**config.mk**
```make
export PLATFORM = sky130hd
export DESIGN_NAME = pipe_stage_fifo
export DESIGN_NICKNAME = d
export VERILOG_FILES = /design/src/rtl/pipe_stage_fifo.sv
export SDC_FILE = /design/constraint.sdc
export NUM_CORES = 1
export LEC_CHECK = 0
export CORE_MARGIN = 5
export CORE_UTILIZATION = 48
export DETAILED_ROUTE_END_ITERATION = 10
export PLACE_DENSITY = 0.91
export RECOVER_POWER = 25
export SLEW_MARGIN = 30
export SYNTH_ARGS = -nofsm -noshare
export SYNTH_HDL_FRONTEND = slang
export SYNTH_SLANG_ARGS = --single-unit
```
**constraint.sdc**
```tcl
create_clock -name Clk -period 9.6 [get_ports Clk]
set_input_delay 1.92 -clock Clk [delete_from_list [all_inputs] [get_ports Clk]]
set_output_delay 1.92 -clock Clk [all_outputs]
set_load 0.02 [all_outputs]
```
**src/rtl/pipe_stage_fifo.sv**
```systemverilog
// pipe_stage_fifo: elastic valid/ready buffer between two pipeline stages.
// Holds up to DEPTH entries in arrival order and can squash all of them with a synchronous flush.
// Optional feature macro PIPE_STALL_STATS_EN adds a saturating stall counter.
// Ports:
//   Clk        clock; all state changes on the rising edge
//   Reset      synchronous active-low reset
//   flush      synchronous squash of every stored entry
//   in_valid   upstream has a payload on in_data
//   in_ready   buffer can take a payload this cycle
//   in_data    upstream payload
//   out_valid  head entry is valid
//   out_ready  downstream takes the head this cycle
//   out_data   head payload; zero when out_valid is low
//   count      current occupancy, 0..DEPTH
//   stall_cnt  cycles with in_valid high and in_ready low (PIPE_STALL_STATS_EN only)
module pipe_stage_fifo #(
   parameter int WIDTH = 64,
   parameter int DEPTH = 2,
   parameter int CNT_W = $clog2(DEPTH) + 1
) (
   input  logic             Clk,
   input  logic             Reset,
   input  logic             flush,
   input  logic             in_valid,
   output logic             in_ready,
   input  logic [WIDTH-1:0] in_data,
   output logic             out_valid,
   input  logic             out_ready,
   output logic [WIDTH-1:0] out_data,
`ifdef PIPE_STALL_STATS_EN
   output logic [CNT_W-1:0] count,
   output logic [31:0]      stall_cnt
`else
   output logic [CNT_W-1:0] count
`endif
);
   localparam int PTR_W = $clog2(DEPTH);
   localparam logic [CNT_W-1:0] FULL = CNT_W'(DEPTH);
   logic [WIDTH-1:0] storage [DEPTH];
   logic [PTR_W-1:0] rdPtr, wrPtr;
   logic push, pop;
   always_comb begin
      in_ready  = count != FULL;
      out_valid = count != '0;
      push      = in_valid & in_ready;
      pop       = out_valid & out_ready;
      out_data  = out_valid ? storage[rdPtr] : '0;
   end
   // Storage is never cleared; stale slots stay hidden behind count and out_data masking.
   always_ff @(posedge Clk) begin
      if (push && Reset && !flush)
         storage[wrPtr] <= in_data;
   end
   always_ff @(posedge Clk) begin
      if (!Reset || flush) begin
         count <= '0;
         rdPtr <= '0;
         wrPtr <= '0;
      end else begin
         count <= (push && !pop) ? count + 1'b1 : (pop && !push) ? count - 1'b1 : count;
         rdPtr <= pop ? rdPtr + 1'b1 : rdPtr;
         wrPtr <= push ? wrPtr + 1'b1 : wrPtr;
      end
   end
`ifdef PIPE_STALL_STATS_EN
   // Flush does not clear the statistic; only reset does.
   always_ff @(posedge Clk) begin
      if (!Reset)
         stall_cnt <= '0;
      else if (in_valid && !in_ready && stall_cnt != '1)
         stall_cnt <= stall_cnt + 1'b1;
   end
`endif
endmodule

```
[After elaboration in Yosys (flattened, before gate mapping)]
Memories as Yosys holds them, arrays and structs flattened. A register that Yosys moved wholly into a read port is not among the register bits.
Cells that the tools add are included.
Operators by class
  add/subtract/negate cells: 4
  multipliers: 0
  div/mod/pow operators: 0
  $lt $le $gt $ge: 0
  equal/unequal tests: 1
  shift operators: 0
  multiplexer cells: 7
  bitwise gates (word level): 2
  reductions and logical operators: 11
Operator list (number)
  $mux 64: 1
  $logic_and 1x1->1: 4
  $logic_not 1->1: 4
  $mux 1: 4
  $mux 2: 2
  $reduce_bool 2->1: 2
  $add 1x1->1 const B: 2
  $add 2x1->2 const B: 1
  $and 1x1->1: 2
  $ne 2x2->1 const B: 1
  $sub 2x1->2 const B: 1
  $logic_or 1x1->1: 1
Word-level totals
  register bits after elaboration: 4
  bits in latches: 0
  bits in writable memories: 128
  ROM bits: 0
  input bits: 69
  word-level logic and storage cells: 29
  memories: 1
Memory list
  storage: depth 2, width 64, rd ports 1, clocked after memory_dff 1, write ports 1, RTL line 39  | logic [WIDTH-1:0] storage [DEPTH];

[Logic depth before layout (Yosys ltp)]
  depth in word-level cells: 6
  gate-level depth with buffers: 6

[Least setup slack after synthesis]
OpenSTA, ideal clock, no wires.
  path kind: input-to-reg
  start point: input flush
  end point: memory storage[0][0], enable pin
  data arrival time: 8.208 ns
  required time: 8.956 ns
  path slack: 0.748 ns
  stages: 2
  path through: nand2b_1 nor4_1
On the way
  word-level cells in the longest chain between the ends: 4
Ends and longest elaborated chain
  start: declaration: RTL line 23  | input logic flush,
  $logic_not 1->1: RTL line 51  | if (push && Reset && !flush)
  $logic_and 1x1->1: RTL line 51
  $mux 1: RTL line 51
  $mux 1 (not written as such): RTL line 52  | storage[wrPtr] <= in_data;
  end: declaration: RTL line 39
No other way between the ends.

==> metrics.md <==
| Metric | Value |
|---|---|
| Period utilization | `0.455` |
| RSZ-0062 raised after global routing | `false` |
| Core area | `0.0103 sq mm` |
| Worst path cell trace | `buf_12 > mux2i_1 > nor2_1 > clkdlybuf4s50_1` |
| Worst Skew | `0.0104 ns` |
| Arr. time, crit path | `2.45 ns` |
| Drt total wl | `10.1 mm` |
| Via count | `2935` |
| Fraction of layout cells with a size suffix above 1 | `0.0893` |
| Dpl hpwl | `6.52 mm` |
| Maximum VDD drop | `0.000125 V` |
| Post-Syn Area | `0.00505 sq mm` |
| Max Clock Freq | `229 MHz` |
| Clk root buf | `clkbuf_8` |
| Mapped Cells | `299` |
| Worst Slack Setup Final | `5.23 ns` |
| Static leakage | `2.32 nW` |
| CP endpoint kind | `output port` |
| CTS H-tree lvls | `4` |
| Register area share after synthesis | `0.781` |
| CTS buffer count | `17` |
| Setup Fix Bufs, Post-CTS | `0` |
| Avg Cell Area, Syn | `16.9 sq um` |
| RD Place Congestion | `0.739` |
| Hold Crit Class | `reg -> reg` |
| Row Count | `37` |
| # DRC | `0` |
| Worst path required time | `7.68 ns` |
| CTS tree | `yes` |
| Die Span X | `113 um` |
| Port bufs | `136` |
| Maximum net fanout on the critical path | `34` |
| Global-route wire length before repair | `15.9 mm` |
| Hold buffer count at CTS | `0` |
| Power density cells | `200 mW/mm^2` |
| Worst-Skew Late Latency | `0.50 ns` |
| Rel. slew slack | `0.509` |
| Post-synthesis register bit count | `133` |
| Worst hold margin | `0.525 ns` |
| IO Pins | `137` |
| Clock-pin slew on the worst setup and hold paths | `0.06 ns` |
| Max clock buf depth | `2` |
| Post-synthesis net count | `369` |
| Final net count | `516` |
| Total grt overflow | `0` |
| Starting DRT DRC Count | `166` |
| MaxCap Viol Count | `0` |
| Status | `completed` |
| Crit path launch type | `flop` |
| Tot GR Track Use | `0.161` |
| Inserted Diodes | `0` |
| Distinct cells, synth | `17` |
| Setup violators final | `0` |
| Area Overhead vs Synth | `41.5%` |
| Die height | `113 um` |
| Post-place setup slack | `5.71 ns` |
| Total power | `0.00143 W` |
| Fin. Hold Viols | `0` |
| Initial Util | `0.491` |
| Wire length per cell | `16.9 um` |
| Worst hold stages | `2` |
| Die ar. | `0.0127 sq mm` |
| Slew Limit Fails | `0` |
| Vias in the first global route | `3167` |
| Largest net degree at the start of global routing | `66` |
| Final antenna-violating net count | `0` |
| WS Path Type | `reg -> out` |
| Minimum clock period | `4.37 ns` |
| Clock sink count | `133` |
| Via density | `4.93` |
| Layout filler cell count | `705` |
| Syn. warnings | `0` |
| DRT Pass-1 Iters | `4` |
| Slowest CP cell | `dfxtp_4` |
| Placed Instance Area | `0.00658 sq mm` |
| Post-route setup TNS | `0 ns` |
| Worst r2r path cells | `3` |
| Max incr delay on CP | `0.70 ns` |
| Least-Margin Pin Slew | `0.736 ns` |
| Initial antenna violation count | `0` |
| Post-route cell area | `0.00714 sq mm` |
| Post-CTS Resized | `0` |
-- layout make-up --
type / instances / area, sq um / share of cell area
well taps: 136 / 170 / 0.0238
repair buffers: 142 / 1420 / 0.199
clock buffers: 18 / 418 / 0.0585
multi-input cells: 148 / 1020 / 0.143
clock inverters: 14 / 150 / 0.0210
flip-flops and latches: 133 / 3950 / 0.553
inverters: 4 / 15.0 / 0.00210
-- per-stage QoR --
step	instances	utilization
after floorplan	299	-
after global placement	562	0.638
after detailed placement	563	0.640
after CTS	595	0.695
after global routing	595	0.695
final	595	0.695
-- metal layers --
layer  up-vias  part of all wire  track usage
met2        93              0.54        0.289
met3         7             0.059       0.0555
met1      1432              0.40        0.180
met5         -                 0            0
li1       1403                 -            -
met4         0            0.0070       0.0521
-- synthesized netlist by cell type, drive strengths merged --
cell,number,area (sq um)
nor2,69,259
dfxtp,5,100
buf,12,75.1
or3,2,12.5
ha,1,12.5
nor4,2,12.5
nand2b,1,6.26
mux2i,64,641
nor2b,1,8.76
a21oi,2,10.0
xor2,3,26.3
edfxtp,128,3840
o21ai,3,15.0
inv,4,15.0
clkbuf,2,11.3
-- layout by cell type, fill, tap and decap left out, drive strengths merged --
cell and count:
edfxtp 128, xor2 3, clkinvlp 2, dfxtp 5
clkinv 5, o21ai 3, dlygate4sd3 42, ha 1
mux2i 64, buf 6, nor2b 1, or3 2
inv 9, nand2b 1, clkbuf 18, nor2 69
a21oi 2, clkdlybuf4s50 94, bufinv 2, nor4 2
-- critical path, delay by kind of cell, from the launching register on --
| kind | cells | cell delay (ns) |
|---|---|---|
| buffers and inverters | 2 | 0.96 |
| muxes | 1 | 0.12 |
| and+or+nand+nor | 1 | 0.15 |
| DFF | 1 | 0.70 |
-- flip-flops by register name, summed over array words and instances (netlist names), named ones only --
name / flops
wrPtr: 1
count: 2
storage: 128
rdPtr: 1
-- power by group --
| part | total (W) | internal [W] | switching (W) |
|---|---|---|---|
| clock | 0.000612 | 0.000372 | 0.000240 |
| combinational | 0.000160 | 0.0000769 | 0.0000827 |
| sequential | 0.000656 | 0.000650 | 0.00000661 |
-- path summary, 6_finish.rpt --
path,start,to,slack [ns]
setup / recovery,flop,out_data[0],5.23
hold / removal,rdPtr,rdPtr,0.52
setup reg to reg,count[0],storage[0][13],7.81
hold reg to reg,rdPtr,rdPtr,0.52
-- kinds of logic (layout without fill, tap and decap cells) --
kind of cell             Yosys count  after routing  synth area share
buffers and inverters             18            178            0.0201
AO/OA/AOI/OAI                      5              5           0.00496
AND/OR/NAND/NOR                   75             75            0.0592
flip-flops                       133            133             0.781
adder cells (fa/ha/maj)            1              1           0.00248
multiplexers                      64             64             0.127
XOR/XNOR                           3              3           0.00521
Power figures use the tool's default switching activity.
